--- src/rtl/cdc_hs_src.sv ---
// rtl/cdc_hs_src.sv - source side of a 4-phase req/ack handshake carrying a word across clock domains
//
// Holds the accepted word on o_data for the whole handshake and drives a registered
// request level. The acknowledge comes back already synchronized into clk. A per-phase
// watchdog flags a phase that is taking too long, but it never aborts the handshake.
module cdc_hs_src #(
    parameter int DATA_W    = 8,
    parameter int TO_CYCLES = 1024
) (
    input  logic              clk,
    input  logic              rst,
    input  logic [DATA_W-1:0] i_data,
    input  logic              i_valid,
    output logic              o_ready,
    output logic [DATA_W-1:0] o_data,
    output logic              o_req,
    input  logic              i_ack_sync,
    output logic              o_busy,
    output logic              o_done,
    output logic              o_timeout
);

    // Wide enough to hold TO_CYCLES itself, which is the saturation value.
    localparam int CNT_W = (TO_CYCLES > 0) ? $clog2(TO_CYCLES + 1) : 1;

    typedef enum logic [1:0] {
        ST_IDLE = 2'd0,
        ST_REQ  = 2'd1,
        ST_REL  = 2'd2
    } state_t;

    state_t            state_q, state_d;
    logic [DATA_W-1:0] data_q, data_d;
    logic              req_q, req_d;
    logic              busy_q, busy_d;
    logic              ready;
    logic              accept;
    logic              done;
    logic              to_q;

    // State and registered outputs; the async reset drops o_req and clears o_data at once.
    always_ff @(posedge clk or posedge rst) begin
        if (rst) begin
            state_q <= ST_IDLE;
            data_q  <= '0;
            req_q   <= 1'b0;
            busy_q  <= 1'b0;
        end else begin
            state_q <= state_d;
            data_q  <= data_d;
            req_q   <= req_d;
            busy_q  <= busy_d;
        end
    end

    // Next-state logic: IDLE -> REQ on acceptance, REQ -> REL on ack high, REL -> IDLE on ack low.
    always_comb begin
        state_d = state_q;
        case (state_q)
            ST_IDLE: begin
                if (accept) begin
                    state_d = ST_REQ;
                end
            end
            ST_REQ: begin
                if (i_ack_sync) begin
                    state_d = ST_REL;
                end
            end
            ST_REL: begin
                if (!i_ack_sync) begin
                    state_d = ST_IDLE;
                end
            end
            default: begin
                state_d = ST_IDLE;
            end
        endcase
    end

    // Output decode: ready blocks on a stale ack in IDLE; req/busy are registered from next state.
    always_comb begin
        ready  = (state_q == ST_IDLE) && !i_ack_sync;
        accept = ready && i_valid;
        done   = (state_q == ST_REL) && !i_ack_sync;
        req_d  = (state_d == ST_REQ);
        busy_d = (state_d != ST_IDLE);
        data_d = data_q;
        if (accept) begin
            data_d = i_data;
        end
    end

    generate
        if (TO_CYCLES > 0) begin : g_wdog
            localparam logic [CNT_W-1:0] TO_LAST = CNT_W'(TO_CYCLES - 1);
            localparam logic [CNT_W-1:0] TO_SAT  = CNT_W'(TO_CYCLES);

            logic [CNT_W-1:0] cnt_q, cnt_d;
            logic             to_d;

            // Watchdog counter and timeout pulse register.
            always_ff @(posedge clk or posedge rst) begin
                if (rst) begin
                    cnt_q <= '0;
                    to_q  <= 1'b0;
                end else begin
                    cnt_q <= cnt_d;
                    to_q  <= to_d;
                end
            end

            // Count cycles spent in the current phase; restart on any state change and
            // stop at TO_CYCLES so the one-shot compare cannot match twice in a phase.
            always_comb begin
                cnt_d = cnt_q;
                to_d  = 1'b0;
                if (state_d != state_q) begin
                    cnt_d = '0;
                end else if ((state_q != ST_IDLE) && (cnt_q != TO_SAT)) begin
                    cnt_d = cnt_q + CNT_W'(1);
                end
                if ((state_q != ST_IDLE) && (cnt_q == TO_LAST)) begin
                    to_d = 1'b1;
                end
            end
        end else begin : g_no_wdog
            assign to_q = 1'b0;
        end
    endgenerate

    assign o_ready   = ready;
    assign o_data    = data_q;
    assign o_req     = req_q;
    assign o_busy    = busy_q;
    assign o_done    = done;
    assign o_timeout = to_q;

endmodule

--- config.mk ---
export PLATFORM = sky130hd
export DESIGN_NAME = cdc_hs_src
export DESIGN_NICKNAME = d
export VERILOG_FILES = /design/src/rtl/cdc_hs_src.sv
export SDC_FILE = /design/constraint.sdc
export NUM_CORES = 1
export LEC_CHECK = 0
export ABC_CLOCK_PERIOD_IN_PS = 1500
export CORE_UTILIZATION = 45
export CTS_BUF_LIST = sky130_fd_sc_hd__clkbuf_4 sky130_fd_sc_hd__clkbuf_8
export CTS_CLUSTER_DIAMETER = 40
export DETAILED_ROUTE_END_ITERATION = 16
export PLACE_DENSITY = 0.75
export SYNTH_ARGS = -nofsm -noshare
export SYNTH_HDL_FRONTEND = slang
export SYNTH_SLANG_ARGS = --single-unit
--- constraint.sdc ---
create_clock -name clk -period 1.5 [get_ports clk]
set_clock_uncertainty 0.1 [all_clocks]
set_input_delay 0.3 -clock clk [delete_from_list [all_inputs] [get_ports clk]]
set_output_delay 0.3 -clock clk [all_outputs]
set_load 0.005 [all_outputs]
# After elaboration in Yosys (flattened, before gate mapping)
# Cells that the tools add are included.
# totals
ff_bits	24
input_bits	12
output_inout_bits	13
word_cells	30
# classes
add_sub_neg	1
n_eq_ne	6
muxes	7
reduce_logical	10
# op_table
operator	n
2-to-1 mux 11 bit	2
adder 11 x 1 -> 11 bit (second input constant)	1
== test 11 x 10 -> 1 bit (second input constant)	1
inequality test 11 bit (second input constant)	1
2-to-1 mux 2 bit	3
case mux 2 bit (3 select lines)	1
nonzero test 2 bit	3
logical AND 1 bit	5
== test 2 x 1 -> 1 bit (second input constant)	2
== test 2 bit (second input constant)	1
logical NOT 2 bit	1
inequality test 2 bit	1
logical NOT 1 bit	1
2-to-1 mux 1 bit	1

# Longest topological paths before layout
# logic_depth
ltp_word	7
mapped_depth	6
depth_no_buf	6

# Worst setup path after synthesis
# OpenSTA, ideal clock, no wires.
# synth_timing
kind	register -> register
startpoint	register state_q[0]
endpoint	register data_q[0], in the netlist o_data[0]
setup_ns	0.125
t_arrival_ns	1.270
required_time_ns	1.275
path_slack_ns	0.004
stages_incl_launch_ff	6
n_path_buf	2
synth_period_minus_slack_ns	1.496
path_cell_list	dfrtp_1 -> buf_6 -> nor3_2 -> and2_4 -> buf_8 -> mux2_4
# synth_via
elab_chain_cells	3
# synth_rtl
item	line_no	rtl
from (decl)	32	state_t state_q, state_d;
from (signal assigned)	49	state_q <= state_d;
logical NOT 2 bit	83	ready = (state_q == ST_IDLE) && !i_ack_sync;
logical AND 1 bit	83	
net o_ready	14	output logic o_ready,
logical AND 1 bit	84	accept = ready && i_valid;
to (signal assigned)	50	data_q <= data_d;
to (decl)	33	logic [DATA_W-1:0] data_q, data_d;
# The timed path passes the listed nets, and every way through them passes these cells.
# A chain may end at the register's enable or synchronous reset.

# Worst setup path in the final report
# layout_timing
startpoint	register state_q[0]
endpoint	register data_q[1], in the netlist o_data[1]
# layout_via
elab_chain_cells	3
# layout_rtl
item	line_no
logical NOT 2 bit	83
logical AND 1 bit	83
logical AND 1 bit	84
# Every way passes these cells.

==> key figures <==
Floorplanning
  – Ports: 25
  – Num rows: 18
  – Core Area: approximately 0.0025 sq mm
  – Initial Util: 47.9%
  – Die ar.: approximately 0.0029 sq mm
  – Die W: between 50 and 60 um
  – Chip height: 53.6 um

STA
  – Transition time of the tightest slew-check pin: 0.424 ns
  – RSZ-0062 raised after global routing: true
  – Final hold vios: 0
  – Fmax: roughly 610 MHz
  – Fin crit period: roughly 1.6 ns
  – Count of pins over their slew limit: 0
  – Tcrit/Tclk final: 109%
  – Final setup viols: 20
  – Slew Limit Headroom: between 70% and 80%
  – WHS: between 0.2 and 0.25 ns
  – Worst Setup Slack, final: -0.137 ns

Setup path
  – Critical Path Slowest Stage Cell: dfrtp_1
  – CP required: roughly 1.6 ns
  – R2r worst-path depth: 5
  – Worst Setup End Kind: register
  – FF-to-FF setup slack: -0.14 ns
  – Worst-path fanout max: 8
  – WP data arrival: around 1.7 ns
  – Worst path max stage delay: about 0.44 ns
  – Family with the most delay on the worst path: flip-flops
  – Worst flop-to-flop path startpoint: state_q[0]$_DFF_PP0_
  – Setup crit start: state_q[0]$_DFF_PP0_
  – Setup crit start kind: register
  – Crit Path Class: register to register
  – CP cell instances: buf_6 > nor3_4 > buf_4 > and2_4 > mux2_4
  – RR Endpoint: o_data[1]$_DFFE_PP0P_
  – CP bufs+invs: 2

Power
  – Maximum vdd drop: 0.694 mV
  – PD cells: about 1100 mW/mm^2
  – Total internal power: 1.32 mW
  – P_sw: ~0.5 mW
  – Pleak: ~0.8 nW
  – Combinational share of power: 37.9%
  – Sequential share of power: between 40% and 50%
  – Clk pwr share: between 10% and 20%
  – Switching Share: 27.5%

Synthesis
  – Yosys reg bits: 24
  – Top cell type by total area after synthesis: dfrtp_1
  – Mean Syn Cell Area: between 10 and 15 sq um
  – Top area cells in the synthesized netlist: dfrtp_1, mux2_4, nor2_1
  – Yosys cell types: 33
  – Register area share after synthesis: 50.2%
  – Post-synth top flop: dfrtp_1
  – Most frequent cells after synthesis: dfrtp_1, nor2_1, mux2_4
  – Syn nets: around 110
  – Synth Warn #: 0
  – Post-synth ARST share: between 90% and 100%
  – EDFF count, synth: 0
  – Count leader, synth: dfrtp_1
  – Top cell type's share of synthesized area: about half
  – Synth Instances: 97
  – Synthesized area: roughly 0.0012 sq mm

Layout
  – # fillers: between 150 and 200
  – Layout cell share with drive strength beyond 1: slightly below 40%
  – Ant. Diodes: 0
  – Finished Layout Cells: 174
  – Nets: between 150 and 200
  – Area added between synthesis and finish: 44.5%
  – Post-route cell area: 0.00173 sq mm

Place
  – DP Area: 0.00153 sq mm
  – Placed Cells incl. Taps: roughly 160
  – Hpwl dp: around 1700 um
  – Gpl congestion: about 0.74
  – Port bufs: 24

Clock tree
  – # hold bufs at CTS: 0
  – CTS root buf: clkbuf_4
  – Num CTS Buffers: 3
  – H-tree Lvls: 1
  – Clk sinks: 24
  – Worst skew pair latency: 0.31 ns
  – Worst-path clk slew: approximately 0.13 ns
  – Clock Tree Buf Depth: 2
  – CTS tree: done

Drt
  – Vias post-DR: 905
  – DRC viols: 0
  – Initial drt markers: 13
  – Final ANT Viol Nets: 0
  – Vias per cell: around 5.2
  – Drt first pass iters: 4
  – DR WL/cell: roughly 15 um
  – DRT Wirelength: approximately 2600 um

Global routing
  – First-pass GRT wire length: approximately 3800 um
  – Initial antenna violation count: 0
  – Total GRT Usage: 19.1%
  – Overflow after GRT: 0
  – Largest net degree at the start of global routing: 25
  – Vias in the first global route: roughly 900

Run status
  – Outcome: finished, violations left
  – Violated checks: setup timing

Run
  – Max-cap violation count: 0

Worst hold path
  – Worst hold path class: input pin to async pin
## how the worst max path moves through the flow
stage | to | cells after the start
floorplan | o_data[0]$_DFFE_PP0P_ | 5
global placement | o_done | 3
detailed placement | g_wdog.cnt_q[2]$_DFFE_PP0P_ | 4
CTS | o_data[1]$_DFFE_PP0P_ | 5
global route | o_ready | 3
finish | o_data[1]$_DFFE_PP0P_ | 5
## worst reg2reg max path, delay by kind of cell, from the launching register on
family	cells	cell delay (ns)
flops	1	0.44
simple gates	2	0.40
buf+inv	2	0.28
mux	1	0.32
## cell families after synthesis
group / after synthesis / synth area share, %
AO/OA/AOI/OAI: 9 / 7.42
XOR/XNOR: 10 / 7.31
adder cells (fa/ha/maj): 2 / 2.09
buffers and inverters: 9 / 4.81
flip-flops: 24 / 50.2
multiplexers: 9 / 10.9
AND/OR/NAND/NOR: 34 / 17.3
## placed cells by master, fill, tap and decap left out, types with 2 or more instances in the layout
cell,count
buf_12,2
buf_4,18
buf_6,3
clkbuf_4,3
clkdlybuf4s50_1,10
dfrtp_1,24
dlygate4sd2_1,12
ha_1,2
inv_1,4
mux2_4,8
nand2_1,2
nor2_1,14
nor2_2,2
nor3_1,2
nor3_2,2
xnor2_1,5
xor2_1,4
## power groups by stage
| stage | registers [mW] | logic [mW] | clock network (mW) |
|---|---|---|---|
| 3_5_place_dp | 0.818 | 0.560 | 0 |
| 4_1_cts | 0.794 | 0.635 | 0.350 |
| 3_3_place_gp | 0.805 | 0.546 | 0 |
| 6_report | 0.792 | 0.691 | 0.340 |
| 2_1_floorplan | 0.823 | 0.262 | 0 |
| 5_1_grt | 0.804 | 0.740 | 0.385 |
## registers in the layout, indices dropped and copies added, names as in the netlist
name and cells:
o_busy 1, o_timeout 1, state_q 2, o_req 1, g_wdog.cnt_q 11, o_data 8
## stage by stage
step	setup slack, ns	utilization [%]	power [mW]	TNS (ns)
after floorplan	0.00447	-	1.09	0
after global placement	-0.498	61.3	1.35	-8.52
after detailed placement	-0.550	61.3	1.38	-9.43
after CTS	-0.107	67.8	1.78	-1.13
after global routing	-0.172	69.2	1.93	-2.54
final	-0.137	69.2	1.82	-1.39
## final cells by class
cell class / count / area [sq um] / share of cell area (%)
clock buffers: 4 / 36.3 / 2.10
inverters: 5 / 18.8 / 1.08
repair buffers: 47 / 430 / 24.9
flip-flops and latches: 24 / 601 / 34.7
well taps: 30 / 37.5 / 2.17
multi-input cells: 64 / 607 / 35.1
## what timing repair did
| action | in CTS | in global routing |
|---|---|---|
| endpoints found under the setup margin | 24 | 23 |
| gates resized for setup | 31 | 4 |
| pin swaps | 11 | 6 |
| buffers inserted | 10 | 2 |
## metal layers
layer / share of wire [%] / up-vias / GRT usage [%]
li1: - / 428 / -
met1: 44 / 442 / 21.1
met2: 50 / 30 / 34.4
met3: 4.5 / 5 / 4.24
met4: 1.6 / 0 / 8.77
met5: 0 / - / 0
No activity file was read; power rests on OpenSTA's default activity.
